--- config.mk ---
export PLATFORM = sky130hd
export DESIGN_NAME = cell_tt_sequencer
export DESIGN_NICKNAME = d
export VERILOG_FILES = /design/src/rtl/cell_tt_pkg.sv /design/src/rtl/cell_tt_checker.sv /design/src/rtl/cell_tt_sequencer.sv
export SDC_FILE = /design/constraint.sdc
export NUM_CORES = 1
export LEC_CHECK = 0
export CORE_AREA = 2 2 67 69
export CTS_CLUSTER_DIAMETER = 60
export DETAILED_ROUTE_END_ITERATION = 10
export DIE_AREA = 0 0 69 71
export HOLD_SLACK_MARGIN = 0.05
export PLACE_DENSITY = 0.77
export SETUP_SLACK_MARGIN = 0.02
export SLEW_MARGIN = 20
export SYNTH_ARGS = -nofsm -noshare
export SYNTH_HDL_FRONTEND = slang
export SYNTH_HIERARCHICAL = 1
export SYNTH_SLANG_ARGS = --single-unit
--- constraint.sdc ---
create_clock -name CLK -period 3.15 [get_ports CLK]
set_clock_uncertainty 0.05 [all_clocks]
set_input_delay 0.63 -clock CLK [delete_from_list [all_inputs] [get_ports CLK]]
set_output_delay 0.63 -clock CLK [all_outputs]
set_load 0.03 [all_outputs]
--- src/rtl/cell_tt_pkg.sv ---
// Shared types and sizing for the cell truth-table sequencer.
// Holds the FSM state encoding, vector/settle widths and the input-count clamp.
package cell_tt_pkg;

   localparam int N_IN_DEF = 4;
   localparam int TT_W_DEF = 1 << N_IN_DEF;
   localparam int SETTLE_W = 4;

   typedef enum logic [1:0] {
      ST_IDLE   = 2'd0,
      ST_DRIVE  = 2'd1,
      ST_REPORT = 2'd2
   } state_e;

   // Requested input counts above what the bench supports fall back to the maximum.
   function automatic logic [2:0] clamp_nin(input logic [2:0] nin, input logic [2:0] max_nin);
      return (nin > max_nin) ? max_nin : nin;
   endfunction

endpackage

--- src/rtl/cell_tt_checker.sv ---
// Compares sampled cell output against the expected bit and accumulates run results.
// The mismatch counter saturates; the first failing vector is captured once per run.
module cell_tt_checker
   import cell_tt_pkg::*;
#(
   parameter int N_IN = N_IN_DEF
) (
   input  logic            clk_i,
   input  logic            rst_i,
   input  logic            clear_i,
   input  logic            sample_i,
   input  logic [N_IN-1:0] vec_i,
   input  logic            exp_i,
   input  logic            dut_y_i,
   output logic [N_IN:0]   err_cnt_o,
   output logic [N_IN-1:0] fail_vec_o,
   output logic            mm_seen_o,
   output logic            mismatch_o
);

   logic [N_IN:0]   err_cnt_q, err_cnt_d;
   logic [N_IN-1:0] fail_vec_q, fail_vec_d;
   logic            mm_seen_q, mm_seen_d;
   logic            mismatch;

   assign mismatch = sample_i && (dut_y_i != exp_i);

   always_comb begin
      err_cnt_d  = err_cnt_q;
      fail_vec_d = fail_vec_q;
      mm_seen_d  = mm_seen_q;
      if (clear_i) begin
         err_cnt_d  = '0;
         fail_vec_d = '0;
         mm_seen_d  = 1'b0;
      end else if (mismatch) begin
         if (!(&err_cnt_q)) begin
            err_cnt_d = err_cnt_q + 1'b1;
         end
         if (!mm_seen_q) begin
            fail_vec_d = vec_i;
         end
         mm_seen_d = 1'b1;
      end
   end

   always_ff @(posedge clk_i or posedge rst_i) begin
      if (rst_i) begin
         err_cnt_q  <= '0;
         fail_vec_q <= '0;
         mm_seen_q  <= 1'b0;
      end else begin
         err_cnt_q  <= err_cnt_d;
         fail_vec_q <= fail_vec_d;
         mm_seen_q  <= mm_seen_d;
      end
   end

   assign err_cnt_o  = err_cnt_q;
   assign fail_vec_o = fail_vec_q;
   assign mm_seen_o  = mm_seen_q;
   assign mismatch_o = mismatch;

endmodule

--- src/rtl/cell_tt_sequencer.sv ---
// Walks every input vector of a combinational cell, holds each for SETTLE+1 cycles,
// samples the cell output on the last held cycle and reports pass/fail via the checker.
module cell_tt_sequencer
   import cell_tt_pkg::*;
#(
   parameter int N_IN   = N_IN_DEF,
   parameter int SETTLE = 2
) (
   input  logic                   CLK,
   input  logic                   RST,
   input  logic                   START,
   input  logic [2:0]             NIN,
   input  logic [(1<<N_IN)-1:0]   TT,
   output logic [N_IN-1:0]        DUT_A,
   input  logic                   DUT_Y,
   output logic                   BUSY,
   output logic                   DONE,
   output logic                   PASS,
   output logic [N_IN:0]          ERR_CNT,
   output logic [N_IN-1:0]        FAIL_VEC,
   output logic [1:0]             DBG_STATE
);

   localparam logic [2:0]          NIN_MAX    = 3'(N_IN);
   localparam logic [SETTLE_W-1:0] SETTLE_CNT = SETTLE_W'(SETTLE);

   state_e                state_q, state_d;
   logic [2:0]            nin_q, nin_d;
   logic [(1<<N_IN)-1:0]  tt_q, tt_d;
   logic [N_IN-1:0]       vec_q, vec_d;
   logic [SETTLE_W-1:0]   cnt_q, cnt_d;
   logic                  pass_q, pass_d;

   logic                  start_acc;
   logic                  sample;
   logic [N_IN-1:0]       last_vec;
   logic                  mm_seen;
   logic                  mismatch;

   assign start_acc = (state_q == ST_IDLE) && START;
   assign sample    = (state_q == ST_DRIVE) && (cnt_q == '0);
   // nin_q is already clamped, so the all-ones pattern of nin_q bits fits in N_IN.
   assign last_vec  = N_IN'((32'd1 << nin_q) - 32'd1);

   always_comb begin
      state_d = state_q;
      nin_d   = nin_q;
      tt_d    = tt_q;
      vec_d   = vec_q;
      cnt_d   = cnt_q;
      pass_d  = pass_q;
      case (state_q)
         ST_IDLE: begin
            if (START) begin
               state_d = ST_DRIVE;
               nin_d   = clamp_nin(NIN, NIN_MAX);
               tt_d    = TT;
               vec_d   = '0;
               cnt_d   = SETTLE_CNT;
               pass_d  = 1'b0;
            end
         end
         ST_DRIVE: begin
            if (cnt_q != '0) begin
               cnt_d = cnt_q - 1'b1;
            end else if (vec_q == last_vec) begin
               state_d = ST_REPORT;
               vec_d   = '0;
               // Fold in the final sample, which the checker registers on this same edge.
               pass_d  = ~(mm_seen | mismatch);
            end else begin
               vec_d = vec_q + 1'b1;
               cnt_d = SETTLE_CNT;
            end
         end
         ST_REPORT: begin
            state_d = ST_IDLE;
         end
         default: begin
            state_d = ST_IDLE;
         end
      endcase
   end

   always_ff @(posedge CLK or posedge RST) begin
      if (RST) begin
         state_q <= ST_IDLE;
         nin_q   <= '0;
         tt_q    <= '0;
         vec_q   <= '0;
         cnt_q   <= '0;
         pass_q  <= 1'b0;
      end else begin
         state_q <= state_d;
         nin_q   <= nin_d;
         tt_q    <= tt_d;
         vec_q   <= vec_d;
         cnt_q   <= cnt_d;
         pass_q  <= pass_d;
      end
   end

   cell_tt_checker #(
      .N_IN (N_IN)
   ) u_checker (
      .clk_i      (CLK),
      .rst_i      (RST),
      .clear_i    (start_acc),
      .sample_i   (sample),
      .vec_i      (vec_q),
      .exp_i      (tt_q[vec_q]),
      .dut_y_i    (DUT_Y),
      .err_cnt_o  (ERR_CNT),
      .fail_vec_o (FAIL_VEC),
      .mm_seen_o  (mm_seen),
      .mismatch_o (mismatch)
   );

   assign DUT_A     = vec_q;
   assign BUSY      = (state_q != ST_IDLE);
   assign DONE      = (state_q == ST_REPORT);
   assign PASS      = pass_q;
   assign DBG_STATE = state_q;

endmodule

==> impl_summary.md, run 1 <==
Outcome
The run finished with clean final reports.

Logic synthesis
Synthesis inferred 40 register bits. Yosys printed 6 warnings. The count of different cell masters after synthesis is 39. A synthesized cell averages 11.52 um2. The share of the Yosys chip area taken by registers is between 40% and 50%. After synthesis the cells add up to 0.002062 mm2.

The net count after synthesis is 208. The post-synthesis instance total is 179.

Routing
For this block, the initial DRC count from the detailed router was 89. The detailed-route wire length per cell is between 10 and 15 um. In the routed design, unresolved DRC markers number 0. The antenna violation net count after detailed routing is 0. The total number of vias is approximately 1500. The detailed-route wire length is 3.881 mm.

The first detailed-routing pass took 5 iterations. After detailed routing, the number of vias per cell comes to 5.437.

Pwr
The switching share of power is 37.42%. The switching power is roughly 0.86 mW. The power per cell area is about 870 mW/mm2. The power after layout is between 2 and 2.5 mW. The maximum vdd ir drop is 434.9 uV. The internal power consumption is between 1 and 1.5 mW. The clock network fraction of total power is roughly 16%. The sequential group share of total power is 40.4%. The fraction of power consumed by combinational cells is 44.1%. The leakage power is 1.118 nW.

STA
The final max-slew violation count is 0. Setup repair after global routing left no endpoint under its margin. The final sum of negative setup slack is 0 ns. The maximum clock frequency is 377.8 MHz. The relative slew slack is 61.26%.

The shortest clock period the worst path allows after layout is ~2.6 ns. For the pin with the worst max-slew slack, the measured transition is roughly 0.58 ns. The ratio of final minimum period to clock period is 84.03%. The number of hold violations in the final report came to 0. The final count of negative-setup-slack endpoints is 0.

Clocking
The maximum clock path buffer count is 2. The CTS tree is built. The number of clock buffers added by TritonCTS is 5. For this design, the sink count on the clock tree is 40.

In this run the post-CTS setup repair buffer count came out at 0. The quantity of hold-fixing buffers added after cts is 0. The clock reaches the later pin of the worst-skew pair after between 0.2 and 0.3 ns.

The CTS root buffer is sky130_fd_sc_hd__clkbuf_8. After clock tree synthesis, the clock-pin slew on the worst setup and hold paths is about 0.080 ns. The number of gates resized after CTS was 0. CTS built an H-tree with a depth of 2.

Floorplanning
The floorplan step set the die width to 69 um. The floorplan has 24 rows. The total I/O pin count is 41. The vertical extent of the die is approximately 71 um. For this configuration, the core starts out at a cell density of 49.05%. The die covers 0.004899 mm2. After floorplanning, the core was sized to cover 0.004204 mm2.

Critical path
The data arrival time of the critical path is 2.82 ns. The cell at the slowest stage of the critical path is sky130_fd_sc_hd__mux4_1. The endpoint required time on the critical path is 3.32 ns. The kind of critical path is reg2reg. The maximum fanout along the worst path is 7. STA classifies the critical path endpoint as a register. The worst stage delay on the critical path is roughly 0.58 ns.

Traced cell by cell, the critical path runs through mux4_2 > mux4_1 > xnor2_1 > or4_1 > a21oi_1. The critical path startpoint category is a register.

Cells and area
Once layout is complete, the utilization of the core stands at 62.53%. The number of nets at the end of the flow is 253. After filler insertion, the fill cell instance count of the layout stands at approximately 340.

Cells with a size suffix above 1 make up 18.22% of the layout. The area added between synthesis and finish is 27.49%. The number of antenna diodes in the final layout is 0.

Placement
The congestion estimate from routability-driven global placement came to 0.7715. The HPWL after detailed placement is 2.865 mm. The number of buffers inserted by port buffering is 40.

Flow run
The number of max-cap violations is 0.

Global route
The number of antenna violations at the first check in global routing is 0. The total overflow left after global routing is 0. Entering global routing, the biggest net connects 37 pins. The wire length of the first global-routing pass is 6.699 mm.

The global router's overall resource usage is 17.10%. The number of global-route vias before repair is 1434.

Worst hold path
The class of the most critical hold timing path is reg2reg.
-- power by group through the flow --
| stage | clock network [mW] | logic (mW) | registers [mW] |
|---|---|---|---|
| 2_1_floorplan | 0 | 0.635 | 0.985 |
| 3_3_place_gp | 0 | 0.983 | 0.928 |
| 3_5_place_dp | 0 | 1.01 | 0.934 |
| 4_1_cts | 0.366 | 1.02 | 0.924 |
| 5_1_grt | 0.391 | 1.11 | 0.955 |
| 6_report | 0.355 | 1.01 | 0.922 |
-- cells in the mapped netlist --
library cell                 n  area [um2]
sky130_fd_sc_hd__or3_2       1       7.510
sky130_fd_sc_hd__a211oi_2    1       12.51
sky130_fd_sc_hd__o21ai_0    10       50.05
sky130_fd_sc_hd__and3_1      1       6.260
sky130_fd_sc_hd__xnor2_1     2       17.52
sky130_fd_sc_hd__inv_1       8       30.03
sky130_fd_sc_hd__xor2_1      3       26.28
sky130_fd_sc_hd__mux2_2     18       202.7
sky130_fd_sc_hd__nand3_1     5       25.02
sky130_fd_sc_hd__o311a_4     1       21.27
sky130_fd_sc_hd__and2_1      3       18.77
sky130_fd_sc_hd__mux2i_1     4       40.04
sky130_fd_sc_hd__o31ai_1     2       15.01
sky130_fd_sc_hd__nor3b_1     2       15.01
sky130_fd_sc_hd__nor3b_2     1       12.51
sky130_fd_sc_hd__nand2b_1   10       62.56
sky130_fd_sc_hd__o21a_1      2       15.01
sky130_fd_sc_hd__and4_1      1       8.760
sky130_fd_sc_hd__or4_1       2       15.01
sky130_fd_sc_hd__mux4_2      4       90.09
sky130_fd_sc_hd__nand3b_1    3       22.52
sky130_fd_sc_hd__o2bb2ai_1   1       8.760
sky130_fd_sc_hd__nor3_1      2       10.01
sky130_fd_sc_hd__nand2_1    10       37.54
sky130_fd_sc_hd__dfrtp_1    40        1001
sky130_fd_sc_hd__a22o_1      1       8.760
sky130_fd_sc_hd__mux4_1      1       26.28
sky130_fd_sc_hd__nor4b_1     1       8.760
sky130_fd_sc_hd__buf_2       2       10.01
sky130_fd_sc_hd__and4bb_2    1       12.51
sky130_fd_sc_hd__o21ba_2     1       10.01
sky130_fd_sc_hd__a21oi_1    10       50.05
sky130_fd_sc_hd__ha_1        6       75.07
sky130_fd_sc_hd__nor2_1      9       33.78
sky130_fd_sc_hd__or2_2       1       6.260
sky130_fd_sc_hd__a31oi_1     1       6.260
sky130_fd_sc_hd__clkbuf_1    3       11.26
sky130_fd_sc_hd__or3_1       1       6.260
sky130_fd_sc_hd__nor2b_1     4       25.02
-- critical path, delay by kind of cell, from the launching register on --
kind                      cells  cell delay (ns)
xor gates and xnor gates      1             0.25
and+or+nand+nor               1             0.53
DFF                           1             0.49
muxes                         2             1.12
AOI/OAI and AO/OA             1             0.14
-- metal layers --
layer | GRT usage, % | part of all wire [%] | vias up
met1 | 22.90 | 46 | 725
met4 | 5.011 | 1.2 | 0
met3 | 4.416 | 3.8 | 6
li1 | - | - | 738
met5 | 0 | 0 | -
met2 | 27.78 | 49 | 37
-- placed cells by master (no fill, tap or decap), types with 2 or more instances in the layout --
cell type                         count
sky130_fd_sc_hd__inv_1                8
sky130_fd_sc_hd__buf_4                3
sky130_fd_sc_hd__a21oi_1             10
sky130_fd_sc_hd__or4_1                2
sky130_fd_sc_hd__nand2b_1            10
sky130_fd_sc_hd__mux2i_1              4
sky130_fd_sc_hd__o21a_1               2
sky130_fd_sc_hd__nand3b_1             3
sky130_fd_sc_hd__xor2_1               3
sky130_fd_sc_hd__and2_1               3
sky130_fd_sc_hd__nand3_1              5
sky130_fd_sc_hd__nor2b_1              4
sky130_fd_sc_hd__mux2_2              18
sky130_fd_sc_hd__nor3b_1              2
sky130_fd_sc_hd__clkbuf_8             6
sky130_fd_sc_hd__clkinvlp_4           2
sky130_fd_sc_hd__ha_1                 6
sky130_fd_sc_hd__dfrtp_1             40
sky130_fd_sc_hd__o21ai_0             10
sky130_fd_sc_hd__nor3_1               2
sky130_fd_sc_hd__mux4_2               4
sky130_fd_sc_hd__nand2_1             10
sky130_fd_sc_hd__xnor2_1              2
sky130_fd_sc_hd__clkdlybuf4s50_1     40
sky130_fd_sc_hd__o31ai_1              2
sky130_fd_sc_hd__nor2_1               8
-- worst paths after layout --
check	endpoint	cells past startpoint	slack, ns	start
min in group asynchronous	u_checker/err_cnt_o[0]$_DFFE_PP0P_	2	0.58	RST
setup reg to reg	u_checker/err_cnt_o[3]$_DFFE_PP0P_	5	0.50	DUT_A[0]$_DFFE_PP0P_
hold / removal	tt_q[12]$_DFFE_PP0P_	1	0.46	tt_q[12]$_DFFE_PP0P_
hold reg to reg	tt_q[12]$_DFFE_PP0P_	1	0.46	tt_q[12]$_DFFE_PP0P_
setup / recovery	u_checker/err_cnt_o[3]$_DFFE_PP0P_	5	0.50	DUT_A[0]$_DFFE_PP0P_
max in group asynchronous	cnt_q[3]$_DFFE_PP0P_	3	2.07	RST
-- flip-flops by register name (all words and copies together) (netlist names) --
name,flops
cnt_q,4
u_checker/mm_seen_o,1
nin_q,3
u_checker/fail_vec_o,4
DBG_STATE,2
PASS,1
DUT_A,4
u_checker/err_cnt_o,5
tt_q,16
-- final cells by class --
class                      count  area (um2)  area share [%]
sequential                    40        1001           38.08
timing repair buffer          43       422.9           16.09
clock buffer                   6       82.58           3.141
inverter                       8       30.03           1.142
tap                           52       65.06           2.475
clock inverter                 2       15.01          0.5712
multi-input combinational    126        1012           38.51
-- through the flow --
stage	hold slack [ns]	worst slack [ns]	area (um2)	std cells
CTS	0.4639	0.4887	2629	277
detailed placement	0.4450	0.5066	2531	269
floorplan	0.4155	0.1646	2062	179
global route	0.4751	0.3303	2629	277
global placement	0.4469	0.5731	2531	269
finish	0.4641	0.5030	2629	277
-- cell families after synthesis --
logic type               Yosys count  synth area share, %
flip-flops                        40                48.54
AND/OR/NAND/NOR                   58                16.20
XOR/XNOR                           5                2.124
buffers and inverters             13                2.488
multiplexers                      27                17.42
AO/OA/AOI/OAI                     30                9.587
adder cells (fa/ha/maj)            6                3.641
Power figures use the tool's default switching activity.
==> run 2: changes to the inputs <==
==> constraint.sdc (replaced) <==
create_clock -name CLK -period 2.6 [get_ports CLK]
set_clock_uncertainty 0.05 [all_clocks]
set_input_delay 0.52 -clock CLK [delete_from_list [all_inputs] [get_ports CLK]]
set_output_delay 0.52 -clock CLK [all_outputs]
set_load 0.03 [all_outputs]
==> run 2 against run 1 <==
Final cell count increased by 0.36%. Clock-buffer cell count did not move. Cell area is 1.4% higher. Power up 23%. Flip-flop and latch count did not move. Wire length grew 0.26%. Register-to-register slack worse by 0.36 ns. Core utilization is 0.89 points higher. Sequential share of layout area is 0.49 points lower. Maximum frequency up 7.7%. Die area unchanged. Non-clock buffer count increased by 1. Largest cell class unchanged.
==> impl_summary.md, run 2 (same netlist as run 1, synthesis figures left out) <==
STA
The maximum clock frequency is 406.7 MHz (was 377.8 MHz). The final count of negative-setup-slack endpoints is 0 (unchanged). The slew of the pin with the lowest slew margin is 0.5785 ns (was 0.5751 ns).

The final max-slew violation count was 0 (unchanged). The relative slew slack was 61.02% (was 61.26%). The number of hold violations in the final report was 0 (unchanged).

The shortest clock period the worst path allows after layout came to 2.459 ns (was 2.647 ns). RSZ-0062 raised after global routing: false (unchanged). The ratio of final minimum period to clock period was 94.57% (was 84.03%). The final sum of negative setup slack is 0 ns (unchanged).

Routing
The total number of vias is 1490 (was 1506). The highest signal layer in the routed design is met4 (unchanged). The routed wire length on met3 is 186 um (was 149 um). The antenna violation net count after detailed routing is 0 (unchanged). The number of optimization iterations in the first detailed-route pass is 4 (was 5). The detailed-route wire length was 3.891 mm (was 3.881 mm).

The met2 wire length came to 1.865 mm (was 1.892 mm). The wire length on met1 came to 1.786 mm (was 1.793 mm). The violation count after the first detailed-routing iteration is 68 (was 89). The detailed-route wire length per cell is 14.00 um (was 14.01 um). The post-route DRC violation count was 0 (unchanged).

The detailed-route vias per instance is 5.360 (was 5.437).

Clocking
The CTS tree is built (unchanged). The quantity of hold-fixing buffers added after cts is 0 (unchanged). The maximum clock path buffer count was 2 (unchanged). The CTS root buffer is sky130_fd_sc_hd__clkbuf_8 (unchanged).

The clock-pin transition on the worst setup and hold timing paths is 0.08 ns (about the same). The H-tree depth reported by CTS is 2 (unchanged). The number of clock sinks came to 40 (unchanged).

The number of buffers inserted during clock tree synthesis came to 5 (unchanged). The insertion delay of the later-clocked pin in the worst-skew pair is 0.29 ns (about the same).

Cells and area
The count of inserted antenna diode cells is 0 (unchanged). The number of inserted filler cells in the final layout came to 358 (was 342). The number of flip-flops in the largest register is 16 (unchanged). The area of all placed cells without fillers is 0.002666 mm2 (was 0.002629 mm2).

The final cell utilization of the core is 63.42% (was 62.53%). Commonest cells after routing, fill and taps aside: 40 x sky130_fd_sc_hd__clkdlybuf4s50_1, 39 x sky130_fd_sc_hd__dfrtp_1, 18 x sky130_fd_sc_hd__mux2_2 (was 40 x sky130_fd_sc_hd__dfrtp_1, 40 x sky130_fd_sc_hd__clkdlybuf4s50_1, 18 x sky130_fd_sc_hd__mux2_2). The most common library cell in the layout ignoring fill and taps is sky130_fd_sc_hd__clkdlybuf4s50_1. The area added between synthesis and finish is 29.31% (was 27.49%). The register name with the most flops was tt_q (unchanged).

The number of nets at the end of the flow is 254 (was 253). The fraction of final layout cells sized beyond drive strength 1 is 19.91% (was 18.22%).

Critical path
Among the stages of the critical path, the cell type that occurs most often is sky130_fd_sc_hd__mux4_2. The depth of the worst register-to-register path is 5 (unchanged). The maximum fanout along the worst path came to 7 (unchanged). The gate family responsible for the most delay along the worst path was multiplexers (unchanged).

The cell at the slowest stage of the critical path is sky130_fd_sc_hd__mux4_2 (was sky130_fd_sc_hd__mux4_1). The worst stage delay on the critical path is 0.56 ns (was 0.58 ns). The kind of critical path was reg2reg (unchanged).

The end of the worst register-to-register path is u_checker/err_cnt_o[2]$_DFFE_PP0P_ (was u_checker/err_cnt_o[3]$_DFFE_PP0P_). The sum of buffers and inverters on the critical path is 0 (unchanged). The worst flop-to-flop path startpoint is DUT_A[0]$_DFFE_PP0P_ (unchanged). The critical path startpoint category was a register (unchanged). The endpoint required time on the critical path was 2.73 ns (was 3.32 ns). Cell-by-cell listing of the critical path: mux4_2 > mux4_2 > xor2_1 > nand3_1 > mux2_2 (was mux4_2 > mux4_1 > xnor2_1 > or4_1 > a21oi_1). The worst-case register-to-register setup slack is 0.14 ns (was 0.50 ns). The sort of element at the end of the critical path is a register (unchanged).

The data arrival time of the critical path is 2.59 ns (was 2.82 ns).

Floorplanning
The total I/O pin count is 41 (unchanged). The initial standard-cell utilization of the core is 49.05% (unchanged). The die area is 0.004899 mm2 (unchanged). The floorplan core area is 0.004204 mm2 (unchanged). The vertical extent of the die is 71 um (unchanged). The chip width is 69 um (unchanged).

The standard-cell row count is 24 (unchanged).

Global route
The maximum number of pins on one net before global-route repair is 37 (unchanged). The number of global-route vias before repair is 1452 (was 1434). The total global routing overflow is 0 (unchanged).

The global router's overall resource usage is 17.34% (was 17.10%). The number of antenna violations at the first check in global routing is 0 (unchanged). The wire length of the first global-routing pass came to 6.789 mm (was 6.699 mm).

Placement
The placement-stage cell area is 0.002567 mm2 (was 0.002531 mm2). The detailed placer's ending HPWL is 2.883 mm (was 2.865 mm). The number of buffers inserted by port buffering is 40 (unchanged).

The routability congestion estimate is 0.7458 (was 0.7715).

Worst hold path
The hold-critical path endpoint is tt_q[4]$_DFFE_PP0P_ (was tt_q[12]$_DFFE_PP0P_). The instance count along the most critical hold path is 1 (unchanged). The critical hold path startpoint is tt_q[4]$_DFFE_PP0P_ (was tt_q[12]$_DFFE_PP0P_).

The class of the most critical hold timing path is reg2reg (unchanged).

Outcome
Status: finished clean (unchanged).

Pwr
The maximum vdd ir drop is 582.7 uV (was 434.9 uV). The leakage power is 1.140 nW (was 1.118 nW). The power per cell area is 1057 mW/mm2 (was 869.2 mW/mm2).

Flow run
The number of max-cap violations is 0 (unchanged).
-- run 2: layer usage --
layer,vias to the layer above,GRT usage [%]
met5,-,0
met4,0,6.318
met3,7,4.986
met2,34,28.63
met1,720,21.89
li1,729,-
-- run 2: what timing repair did --
action,in CTS,in global routing
setup endpoints to repair,0,2
gates resized for setup,0,1
buffers inserted,0,0
-- run 2: cell type report --
type / count / area (um2) / share of cell area, %
Clock buffer: 6 / 82.58 / 3.097
Clock inverter: 2 / 10.01 / 0.3754
Inverter: 8 / 30.03 / 1.126
Multi-Input combinational cell: 126 / 1033 / 38.76
Sequential cell: 40 / 1002 / 37.59
Tap cell: 52 / 65.06 / 2.440
Timing Repair Buffer: 44 / 442.9 / 16.61
-- run 2: worst max-delay path by stage --
stage | start | cells after the start | end
finish | DUT_A[0]$_DFFE_PP0P_ | 5 | u_checker/err_cnt_o[2]$_DFFE_PP0P_
global route | DUT_A[0]$_DFFE_PP0P_ | 6 | PASS$_DFFE_PP0P_
CTS | DUT_A[0]$_DFFE_PP0P_ | 5 | u_checker/fail_vec_o[0]$_DFFE_PP0P_
detailed placement | DUT_A[0]$_DFFE_PP0P_ | 5 | u_checker/fail_vec_o[0]$_DFFE_PP0P_
global placement | DUT_A[0]$_DFFE_PP0P_ | 5 | u_checker/err_cnt_o[2]$_DFFE_PP0P_
floorplan | DUT_A[0]$_DFFE_PP0P_ | 6 | u_checker/err_cnt_o[0]$_DFFE_PP0P_
-- run 2: stage by stage --
stage / hold WS [ns] / total power [mW] / setup slack, ns / std cells
3_5_place_dp: 0.4454 / 2.404 / 0.1306 / 270
3_3_place_gp: 0.4426 / 2.370 / 0.1647 / 270
5_1_grt: 0.4842 / 3.035 / 0.02681 / 278
2_1_floorplan: 0.3102 / 2.027 / 0.03723 / 179
6_report: 0.4614 / 2.819 / 0.1412 / 278
4_1_cts: 0.4624 / 2.836 / 0.1274 / 278
-- run 2: worst register-to-register path, cell delays in order, from the launching register on --
cell                      delay, ns
sky130_fd_sc_hd__dfrtp_2       0.46
sky130_fd_sc_hd__mux4_2        0.51
sky130_fd_sc_hd__mux4_2        0.56
sky130_fd_sc_hd__xor2_1        0.34
sky130_fd_sc_hd__nand3_1       0.14
sky130_fd_sc_hd__mux2_2        0.29
-- run 2: report_power, final --
| part | leakage, nW | internal (mW) | switching, mW |
|---|---|---|---|
| Clock | 0.0510 | 0.212 | 0.211 |
| Sequential | 0.494 | 0.889 | 0.219 |
| Combinational | 0.595 | 0.672 | 0.615 |
